### config.mk
export PLATFORM = sky130hd
export DESIGN_NAME = mdu_flat
export DESIGN_NICKNAME = d
export VERILOG_FILES = /design/src/rtl/mdu_if.sv /design/src/rtl/mdu.sv /design/src/flat_wrapper.sv
export SDC_FILE = /design/constraint.sdc
export NUM_CORES = 2
export LEC_CHECK = 0
export CAP_MARGIN = 25
export CORE_UTILIZATION = 65
export DETAILED_ROUTE_END_ITERATION = 16
export GPL_TIMING_DRIVEN = 0
export MAX_ROUTING_LAYER = met4
export PLACE_DENSITY = 0.84
export RECOVER_POWER = 50
export SYNTH_ARGS = -nofsm -noshare
export SYNTH_HDL_FRONTEND = slang
export SYNTH_SLANG_ARGS = --single-unit
### constraint.sdc
create_clock -name clk -period 12.7 [get_ports clk]
set_clock_uncertainty 0.2 [all_clocks]
set_input_delay 2.54 -clock clk [delete_from_list [all_inputs] [get_ports clk]]
set_output_delay 2.54 -clock clk [all_outputs]
set_load 0.01 [all_outputs]
### src/rtl/mdu_if.sv
// -----------------------------------------------------------------------------
// mdu_if : request/response bundle between the execute stage and the mdu.
//
// Signals
//   valid_i_mdu   request valid          (execute stage -> mdu)
//   ready_o_mdu   request ready          (mdu -> execute stage)
//   mdop_i_mdu    opcode [2:0]           (execute stage -> mdu)
//   word_i_mdu    W-form select          (execute stage -> mdu)
//   op1_i_mdu     rs1 / dividend / multiplicand
//   op2_i_mdu     rs2 / divisor / multiplier
//   flush_i_mdu   abort operation in flight
//   valid_o_mdu   result valid           (mdu -> consumer)
//   ready_i_mdu   consumer ready         (consumer -> mdu)
//   result_o_mdu  result                 (mdu -> consumer)
//
// Modports: master = execute stage / consumer side, slave = mdu.
// -----------------------------------------------------------------------------
interface mdu_if #(
   parameter int XLEN = 64
);
   logic            valid_i_mdu;
   logic            ready_o_mdu;
   logic [2:0]      mdop_i_mdu;
   logic            word_i_mdu;
   logic [XLEN-1:0] op1_i_mdu;
   logic [XLEN-1:0] op2_i_mdu;
   logic            flush_i_mdu;
   logic            valid_o_mdu;
   logic            ready_i_mdu;
   logic [XLEN-1:0] result_o_mdu;

   modport master (
      output valid_i_mdu, mdop_i_mdu, word_i_mdu, op1_i_mdu, op2_i_mdu,
             flush_i_mdu, ready_i_mdu,
      input  ready_o_mdu, valid_o_mdu, result_o_mdu
   );

   modport slave (
      input  valid_i_mdu, mdop_i_mdu, word_i_mdu, op1_i_mdu, op2_i_mdu,
             flush_i_mdu, ready_i_mdu,
      output ready_o_mdu, valid_o_mdu, result_o_mdu
   );
endinterface

### src/rtl/mdu.sv
// -----------------------------------------------------------------------------
// mdu : multi-cycle RV64 M-extension multiply/divide unit.
//
// Radix-2 shift-add multiplication and restoring division on operand
// magnitudes, one bit per cycle, followed by a one-cycle sign-fix step.
// FSM: IDLE -> CALC (N cycles) -> FIX (1 cycle) -> DONE (until ready_i_mdu).
// N = 64 for full-width ops, 32 for W forms (result sign-extended from bit 31).
//
// Ports
//   clk   core clock, rising edge
//   rst   synchronous active-high reset
//   bus   mdu_if.slave : valid/ready request, valid/ready response, flush
//
// Configuration macro
//   MDU_FAST_SPECIAL_EN : when defined, divide-by-zero, signed overflow,
//   multiply by zero and MUL/MULW by one finish IDLE -> DONE at accept.
// -----------------------------------------------------------------------------
module mdu #(
   parameter int XLEN = 64
) (
   input logic  clk,
   input logic  rst,
   mdu_if.slave bus
);

   localparam int W  = 32;
   localparam int CW = $clog2(XLEN);

   typedef enum logic [1:0] {
      S_IDLE,
      S_CALC,
      S_FIX,
      S_DONE
   } state_e;

   typedef enum logic [2:0] {
      OP_MUL    = 3'b000,
      OP_MULH   = 3'b001,
      OP_MULHSU = 3'b010,
      OP_MULHU  = 3'b011,
      OP_DIV    = 3'b100,
      OP_DIVU   = 3'b101,
      OP_REM    = 3'b110,
      OP_REMU   = 3'b111
   } mdop_e;

   // ---------------------------------------------------------------------------
   // State and datapath registers
   // ---------------------------------------------------------------------------
   state_e            state_q, state_d;
   logic [CW-1:0]     cnt_q;
   mdop_e             op_q;
   logic              word_q;
   logic              neg_q_q;     // negate product / quotient
   logic              neg_r_q;     // negate remainder
   logic              dz_q;        // divisor was zero
   logic [XLEN-1:0]   b_q;         // multiplicand or divisor magnitude
   logic [2*XLEN-1:0] acc_q;       // mul: {hi, multiplier}; div: {rem, dividend/quotient}
   logic [XLEN-1:0]   result_q;

   // ---------------------------------------------------------------------------
   // Request decode and operand preparation
   // ---------------------------------------------------------------------------
   mdop_e           op_in;
   logic            accept;
   logic            is_div;
   logic            op1_signed, op2_signed;
   logic            sign1, sign2;
   logic [XLEN-1:0] op1_t, op2_t;
   logic [XLEN-1:0] mag1, mag2;
   logic [W-1:0]    neg1_w, neg2_w;

   assign op_in  = mdop_e'(bus.mdop_i_mdu);
   assign accept = bus.valid_i_mdu & (state_q == S_IDLE) & ~bus.flush_i_mdu;
   assign neg1_w = -bus.op1_i_mdu[W-1:0];
   assign neg2_w = -bus.op2_i_mdu[W-1:0];

   // NOTE: every signal driven in an always_comb gets a default first, so no
   // path through the block leaves it unassigned and no latch is inferred.
   always_comb begin
      is_div     = bus.mdop_i_mdu[2];
      op1_signed = (op_in == OP_DIV) || (op_in == OP_REM) ||
                   (op_in == OP_MULH) || (op_in == OP_MULHSU);
      op2_signed = (op_in == OP_DIV) || (op_in == OP_REM) || (op_in == OP_MULH);

      sign1 = op1_signed & (bus.word_i_mdu ? bus.op1_i_mdu[W-1] : bus.op1_i_mdu[XLEN-1]);
      sign2 = op2_signed & (bus.word_i_mdu ? bus.op2_i_mdu[W-1] : bus.op2_i_mdu[XLEN-1]);

      op1_t = bus.word_i_mdu ? {{(XLEN-W){1'b0}}, bus.op1_i_mdu[W-1:0]} : bus.op1_i_mdu;
      op2_t = bus.word_i_mdu ? {{(XLEN-W){1'b0}}, bus.op2_i_mdu[W-1:0]} : bus.op2_i_mdu;

      mag1 = op1_t;
      if (sign1) begin
         mag1 = bus.word_i_mdu ? {{(XLEN-W){1'b0}}, neg1_w} : -bus.op1_i_mdu;
      end
      mag2 = op2_t;
      if (sign2) begin
         mag2 = bus.word_i_mdu ? {{(XLEN-W){1'b0}}, neg2_w} : -bus.op2_i_mdu;
      end
   end

   // ---------------------------------------------------------------------------
   // Early-out detection for trivial operands
   // ---------------------------------------------------------------------------
   logic            fast_hit;
   logic [XLEN-1:0] fast_res;

`ifdef MDU_FAST_SPECIAL_EN
   logic            f_div0, f_ovf, f_mul0, f_mul1;
   logic [XLEN-1:0] min_n, ones_n, fast_raw;

   always_comb begin
      min_n  = bus.word_i_mdu ? {{(XLEN-W){1'b0}}, 1'b1, {(W-1){1'b0}}} : {1'b1, {(XLEN-1){1'b0}}};
      ones_n = bus.word_i_mdu ? {{(XLEN-W){1'b0}}, {W{1'b1}}} : {XLEN{1'b1}};

      f_div0 = is_div & (op2_t == '0);
      f_ovf  = is_div & op1_signed & (op1_t == min_n) & (op2_t == ones_n);
      f_mul0 = ~is_div & ((op1_t == '0) | (op2_t == '0));
      f_mul1 = (op_in == OP_MUL) & (op2_t == {{(XLEN-1){1'b0}}, 1'b1});

      fast_raw = '0;
      if (f_div0) begin
         // Quotient is all ones, remainder is the dividend.
         fast_raw = bus.mdop_i_mdu[1] ? op1_t : {XLEN{1'b1}};
      end else if (f_ovf) begin
         // Quotient is the dividend, remainder is zero.
         fast_raw = bus.mdop_i_mdu[1] ? '0 : op1_t;
      end else if (f_mul1) begin
         fast_raw = op1_t;
      end

      fast_hit = f_div0 | f_ovf | f_mul0 | f_mul1;
      fast_res = bus.word_i_mdu ? {{(XLEN-W){fast_raw[W-1]}}, fast_raw[W-1:0]} : fast_raw;
   end
`else
   assign fast_hit = 1'b0;
   assign fast_res = '0;
`endif

   // ---------------------------------------------------------------------------
   // One iteration of the CALC loop
   // ---------------------------------------------------------------------------
   logic [XLEN:0]     mul_sum;
   logic [XLEN:0]     div_rsh;
   logic [XLEN:0]     div_diff;
   logic [2*XLEN-1:0] acc_step;

   always_comb begin
      mul_sum  = {1'b0, acc_q[2*XLEN-1:XLEN]} + (acc_q[0] ? {1'b0, b_q} : '0);
      // Partial remainder shifted left with the next dividend bit appended.
      div_rsh  = {acc_q[2*XLEN-1:XLEN], acc_q[XLEN-1]};
      div_diff = div_rsh - {1'b0, b_q};

      if (op_q[2]) begin
         if (div_rsh >= {1'b0, b_q}) begin
            acc_step = {div_diff[XLEN-1:0], acc_q[XLEN-2:0], 1'b1};
         end else begin
            acc_step = {div_rsh[XLEN-1:0], acc_q[XLEN-2:0], 1'b0};
         end
      end else begin
         // Add-then-shift: carry out of the add becomes the new top bit.
         acc_step = {mul_sum, acc_q[XLEN-1:1]};
      end
   end

   // ---------------------------------------------------------------------------
   // Sign fix and result selection
   // ---------------------------------------------------------------------------
   logic [2*XLEN-1:0] prod, prod_s;
   logic [XLEN-1:0]   quo_s, rem_s, fix_raw, fix_res;

   always_comb begin
      // A 32-step multiply leaves the product 32 bits above its final place.
      prod   = word_q ? (acc_q >> W) : acc_q;
      prod_s = neg_q_q ? -prod : prod;
      quo_s  = (neg_q_q & ~dz_q) ? -acc_q[XLEN-1:0] : acc_q[XLEN-1:0];
      rem_s  = neg_r_q ? -acc_q[2*XLEN-1:XLEN] : acc_q[2*XLEN-1:XLEN];

      unique case (op_q)
         OP_MUL:                       fix_raw = prod_s[XLEN-1:0];
         OP_MULH, OP_MULHSU, OP_MULHU: fix_raw = prod_s[2*XLEN-1:XLEN];
         OP_DIV, OP_DIVU:              fix_raw = quo_s;
         default:                      fix_raw = rem_s;
      endcase

      fix_res = word_q ? {{(XLEN-W){fix_raw[W-1]}}, fix_raw[W-1:0]} : fix_raw;
   end

   // ---------------------------------------------------------------------------
   // FSM: state register
   // ---------------------------------------------------------------------------
   // NOTE: sequential state uses non-blocking assignments so every register
   // samples the pre-edge values, independent of process ordering.
   always_ff @(posedge clk) begin
      if (rst) begin
         state_q <= S_IDLE;
      end else begin
         state_q <= state_d;
      end
   end

   // ---------------------------------------------------------------------------
   // FSM: next-state logic (flush wins over accept and completion)
   // ---------------------------------------------------------------------------
   always_comb begin
      state_d = state_q;
      if (bus.flush_i_mdu) begin
         state_d = S_IDLE;
      end else begin
         unique case (state_q)
            S_IDLE: if (accept) state_d = fast_hit ? S_DONE : S_CALC;
            S_CALC: if (cnt_q == '0) state_d = S_FIX;
            S_FIX:  state_d = S_DONE;
            S_DONE: if (bus.ready_i_mdu) state_d = S_IDLE;
            default: state_d = S_IDLE;
         endcase
      end
   end

   // ---------------------------------------------------------------------------
   // FSM: outputs, decoded from registered state only
   // ---------------------------------------------------------------------------
   always_comb begin
      bus.ready_o_mdu = (state_q == S_IDLE);
      bus.valid_o_mdu = (state_q == S_DONE);
   end

   assign bus.result_o_mdu = result_q;

   // ---------------------------------------------------------------------------
   // Datapath registers
   // ---------------------------------------------------------------------------
   always_ff @(posedge clk) begin
      if (rst) begin
         cnt_q    <= '0;
         op_q     <= OP_MUL;
         word_q   <= 1'b0;
         neg_q_q  <= 1'b0;
         neg_r_q  <= 1'b0;
         dz_q     <= 1'b0;
         b_q      <= '0;
         acc_q    <= '0;
         result_q <= '0;
      end else if (accept) begin
         cnt_q   <= bus.word_i_mdu ? CW'(W - 1) : CW'(XLEN - 1);
         op_q    <= op_in;
         word_q  <= bus.word_i_mdu;
         neg_q_q <= sign1 ^ sign2;
         neg_r_q <= sign1;
         dz_q    <= (op2_t == '0);
         if (is_div) begin
            b_q   <= mag2;
            // Left-align a 32-bit dividend so the shift-out bit is always the MSB.
            acc_q <= {{XLEN{1'b0}},
                      bus.word_i_mdu ? {mag1[W-1:0], {(XLEN-W){1'b0}}} : mag1};
         end else begin
            b_q   <= mag1;
            acc_q <= {{XLEN{1'b0}}, mag2};
         end
         if (fast_hit) begin
            result_q <= fast_res;
         end
      end else if (state_q == S_CALC && !bus.flush_i_mdu) begin
         acc_q <= acc_step;
         cnt_q <= cnt_q - 1'b1;
      end else if (state_q == S_FIX && !bus.flush_i_mdu) begin
         result_q <= fix_res;
      end
   end

endmodule

### src/flat_wrapper.sv
// flat-port wrapper written by rule: the top's interface ports become plain ports
module mdu_flat 
#(
   parameter int XLEN = 64
)
  (clk, rst, bus_valid_i_mdu, bus_mdop_i_mdu, bus_word_i_mdu, bus_op1_i_mdu, bus_op2_i_mdu, bus_flush_i_mdu, bus_ready_i_mdu, bus_ready_o_mdu, bus_valid_o_mdu, bus_result_o_mdu);
  mdu_if #(.XLEN(XLEN)) bus_i ();
  input logic clk;
  input logic rst;
  input wire logic [$bits(bus_i.valid_i_mdu)-1:0] bus_valid_i_mdu;
  input wire logic [$bits(bus_i.mdop_i_mdu)-1:0] bus_mdop_i_mdu;
  input wire logic [$bits(bus_i.word_i_mdu)-1:0] bus_word_i_mdu;
  input wire logic [$bits(bus_i.op1_i_mdu)-1:0] bus_op1_i_mdu;
  input wire logic [$bits(bus_i.op2_i_mdu)-1:0] bus_op2_i_mdu;
  input wire logic [$bits(bus_i.flush_i_mdu)-1:0] bus_flush_i_mdu;
  input wire logic [$bits(bus_i.ready_i_mdu)-1:0] bus_ready_i_mdu;
  output wire logic [$bits(bus_i.ready_o_mdu)-1:0] bus_ready_o_mdu;
  output wire logic [$bits(bus_i.valid_o_mdu)-1:0] bus_valid_o_mdu;
  output wire logic [$bits(bus_i.result_o_mdu)-1:0] bus_result_o_mdu;
  assign bus_i.valid_i_mdu = bus_valid_i_mdu;
  assign bus_i.mdop_i_mdu = bus_mdop_i_mdu;
  assign bus_i.word_i_mdu = bus_word_i_mdu;
  assign bus_i.op1_i_mdu = bus_op1_i_mdu;
  assign bus_i.op2_i_mdu = bus_op2_i_mdu;
  assign bus_i.flush_i_mdu = bus_flush_i_mdu;
  assign bus_i.ready_i_mdu = bus_ready_i_mdu;
  assign bus_ready_o_mdu = bus_i.ready_o_mdu;
  assign bus_valid_o_mdu = bus_i.valid_o_mdu;
  assign bus_result_o_mdu = bus_i.result_o_mdu;
  mdu #(.XLEN(XLEN)) u_core (.clk(clk), .rst(rst), .bus(bus_i));
endmodule
==> run metrics, run 1 <==
post-CTS sizing 0; largest area contributor in the netlist dfxtp_1; Synth Instances 4962; Mean Syn Cell Area a little under 7 µm²; I/O Buffers 201; Yosys cell types 102; Num CTS Buffers 30; postcts setup bufs 0; deepest clock path buffer count 3; boundary pin count 203; HPWL Detailed 144000 µm; GRT overflow 486; Initial Util 0.660; Synthesis Warnings 0; sequential area share after synthesis 0.159; mapped cell area 0.0340 mm²; largest net degree at the start of global routing 15; synth top area cells dfxtp_1, a21oi_1, nor2_1; Core Rows 83; main flop type after synthesis dfxtp_1; H-tree levels 1; number of synthesized flops with an enable pin 0; #FFs+latches synth 271; Placer Congestion between 1.5 and 2; top-count cell post-synth nor2_1; tool error [ERROR GRT-0116] Global routing finished with congestion. Check the congestion regions in the DRC Viewer.; Async S/R FF share, synth 0; Synth top cells by count nor2_1, nand2_1, a21oi_1; number of clock sinks 271; Stopped at 5_1_grt; Placement Cell Area about 0.037 mm²; outcome did not finish; Synth top area share 0.159; first-pass GRT wire length 313000 µm; CTS root buf clkbuf_16; vias in the first global route 45300; Die Y 231 µm; gr usage total 0.791; syn nets 5240; die width 231 µm; hold_buf cts 0
-- per-stage QoR --
step,setup WS (ns),cells
2_1_floorplan,6.98,4962
3_3_place_gp,5.04,5843
3_5_place_dp,4.99,5845
4_1_cts,4.95,5900
-- metal layers --
| metal | overflow | track usage |
|---|---|---|
| met1 | 19 | 0.803 |
| met2 | 273 | 0.922 |
| met3 | 49 | 0.652 |
| met4 | 145 | 0.705 |
| met5 | - | - |
-- cell families after synthesis --
kind of cell / count (synthesis) / synth area share
AO/OA/AOI/OAI: 1554 / 0.295
AND/OR/NAND/NOR: 1768 / 0.252
multiplexers: 209 / 0.0625
buffers and inverters: 579 / 0.0664
XOR/XNOR: 440 / 0.113
flip-flops: 271 / 0.159
adder cells (fa/ha/maj): 141 / 0.0523
==> inputs of run 2 (changes only) <==
- CORE_UTILIZATION: 65 -> 40
- MAX_ROUTING_LAYER: met4 -> not set
- PLACE_DENSITY: 0.84 -> not set
- PLACE_DENSITY_LB_ADDON: not set -> 0.15
==> run metrics, run 2 <==
GRT overflow 0; CP cell instances buf_2, buf_2, buf_2, buf_2, buf_2, buf_2, clkbuf_1, clkbuf_1, clkbuf_1, mux2i_1, ha_1, o21ai_0, nor4b_4, nand3_2, nor4_4, nand3_1, nor2_1, nor3_1, nor4_2, o41ai_1; most frequent cells in the layout nor2_1, nand2_1, a21oi_1; Synthesis Warnings 0; Async S/R FF share, synth 0; r2r endpoint u_core.bus.result_o_mdu[54]; Worst slew margin -0.352; Largest stage delay, worst path ~1.3 ns; mapped cell area ~0.034 mm²; count of endpoints failing setup in the final report 0; Tmin final ~12 ns; worst min path class flip-flop to flip-flop; R2R setup slack 1.04 ns; Setup crit start kind flip-flop; boundary pin count just over 200; HPWL Detailed 192000 µm; CTS root buf clkbuf_16; Routed wire per std cell 37.6 µm; Area Overhead vs Synth 15.8%; Fmax achieved 85.8 MHz; routed wire length 242000 µm; Post-layout nets 5532; power per cell area approximately 92 mW/mm²; core area 0.0840 mm²; DR vias roughly 45000; Core Rows 106; Fin Setup TNS 0 ns; detailed router's first-iteration violation count 7916; main flop type after synthesis dfxtp_1; Biggest register u_core.acc_q; arrival time worst endpoint 11.94 ns; DRC viols 0; post-route ant nets 0; Final Hold Viols 0; Setup crit end kind flip-flop; number of synthesized flops with an enable pin 0; Worst-Margin Slew 2.03 ns; I/O Buffers 201; hold path endpoint u_core.bus.result_o_mdu[4]; sequential area share after synthesis 0.159; Fillers slightly below 9000; syn nets 5240; die footprint between 0.08 and 0.09 mm²; most common cell after layout, fill and taps aside nor2_1; Worst path most repeated cell buf_2; largest area contributor in the netlist dfxtp_1; critical path's top delay family buffers and inverters; Lkg Pwr 14.8 nW; Mean Syn Cell Area 6.86 µm²; drt via density just over 7; Die Y 294 µm; failing checks max-capacitance violations, max-slew violations; gr usage total 0.542; H-tree levels 2; Clk Latency, worst-skew pair ~0.64 ns; synth top area cells dfxtp_1, a21oi_1, nor2_1; Num CTS Buffers 37; top-count cell post-synth nor2_1; Critical R2R Launch u_core.word_q; critical path class flip-flop to flip-flop; Synth Instances 4962; post-CTS sizing 0; vias in the first global route 40800; die width 294 µm; critical path data required time 12.97 ns; share of cells above drive strength 1 0.0494; initial antenna violation count 17; RSZ-0062 raised after global routing no; outcome complete, but fails checks; number of clock sinks 271; Place WS 3.75 ns; clock tree from TritonCTS built; first-pass GRT wire length 325000 µm; hold depth 2; Placer Congestion 1.23; Synth top area share 0.159; peak supply drop between 0.09 and 0.1 mV; #FFs+latches synth 271; Synth top cells by count nor2_1, nand2_1, a21oi_1; slowest CP cell clkbuf_1; worst setup margin 1.04 ns; postcts setup bufs 0; hold_buf cts 0; final worst-path cycle share 0.918; drt pass-1 iters 8; Initial Util 0.405; MaxCap Viol Count 4; R2R cell count 20; largest net degree at the start of global routing 14; deepest clock path buffer count 3; Worst Min Path Start u_core.bus.result_o_mdu[4]; max FFs per register 128; Yosys cell types 102; crit path max fanout 11; Worst-path clk slew 0.06 ns; Slew Limit Fails 44; Buf/Inv on CP 9
-- run 2: worst register-to-register path, delay by kind of cell (launching register included) --
family | cells | cell delay (ns)
simple gates | 7 | 3.35
fa+ha+maj | 1 | 0.31
flops | 1 | 0.49
compound gates | 2 | 0.45
mux | 1 | 0.42
buf+inv | 9 | 6.30
-- run 2: how the worst max path moves through the flow --
| stage | end | slack [ns] | startpoint | depth (start not counted) |
|---|---|---|---|---|
| after detailed placement | u_core.bus.result_o_mdu[54] | 3.75 | u_core.word_q | 20 |
| after CTS | u_core.bus.result_o_mdu[54] | 3.71 | u_core.word_q | 20 |
| final | u_core.bus.result_o_mdu[54] | 1.04 | u_core.word_q | 20 |
| after global placement | u_core.bus.result_o_mdu[54] | 3.29 | u_core.word_q | 20 |
| after global routing | u_core.bus.result_o_mdu[54] | 1.90 | u_core.word_q | 20 |
| after floorplan | u_core.acc_q[47] | 6.98 | bus_op1_i_mdu[1] | 12 |
-- run 2: logic make-up after synthesis --
kind of cell / Yosys count / share of synthesized area
buffers and inverters: 579 / 0.0664
AOI/OAI and AO/OA: 1554 / 0.295
adders and majority gates: 141 / 0.0523
DFF: 271 / 0.159
muxes: 209 / 0.0625
and+or+nand+nor: 1768 / 0.252
xor gates and xnor gates: 440 / 0.113
-- run 2: power by group --
part / total (mW) / leakage (nW) / internal, mW / switching, mW
Sequential: 0.914 / 2.20 / 0.883 / 0.0306
Clock: 1.17 / 0.634 / 0.675 / 0.498
Combinational: 1.53 / 11.9 / 0.419 / 1.11
Total: 3.62 / 14.8 / 1.98 / 1.64
-- run 2: per-layer routing --
| metal | global-route usage | share of wire | vias to the layer above |
|---|---|---|---|
| li1 | - | - | 18700 |
| met1 | 0.637 | 0.36 | 21200 |
| met2 | 0.743 | 0.38 | 4187 |
| met3 | 0.262 | 0.15 | 1228 |
| met4 | 0.430 | 0.099 | 14 |
| met5 | 0.00113 | 0.00086 | - |
-- run 2: cell type report --
class	count	area (µm²)	share of cell area
clock buffers	49	1010	0.0257
inverters	142	533	0.0135
well taps	1134	1420	0.0360
clock inverters	18	289	0.00734
flip-flops and latches	271	5430	0.138
multi-input cells	4112	26400	0.669
repair buffers	253	2600	0.0660
diodes	16	40.0	0.00102
plain buffers	437	1720	0.0436
-- run 2: stage by stage --
stage / cell area, µm² / instances / power (mW) / hold WS, ns / utilization
after floorplan: 34000 / 4962 / 1.67 / 0.216 / -
after global placement: 37400 / 6297 / 2.30 / 0.233 / 0.446
after detailed placement: 37800 / 6318 / 2.30 / 0.241 / 0.450
after CTS: 39100 / 6385 / 3.45 / 0.254 / 0.465
after global routing: 39400 / 6418 / 3.63 / 0.261 / 0.469
final: 39400 / 6432 / 3.62 / 0.248 / 0.469
Power figures use the tool's default switching activity.
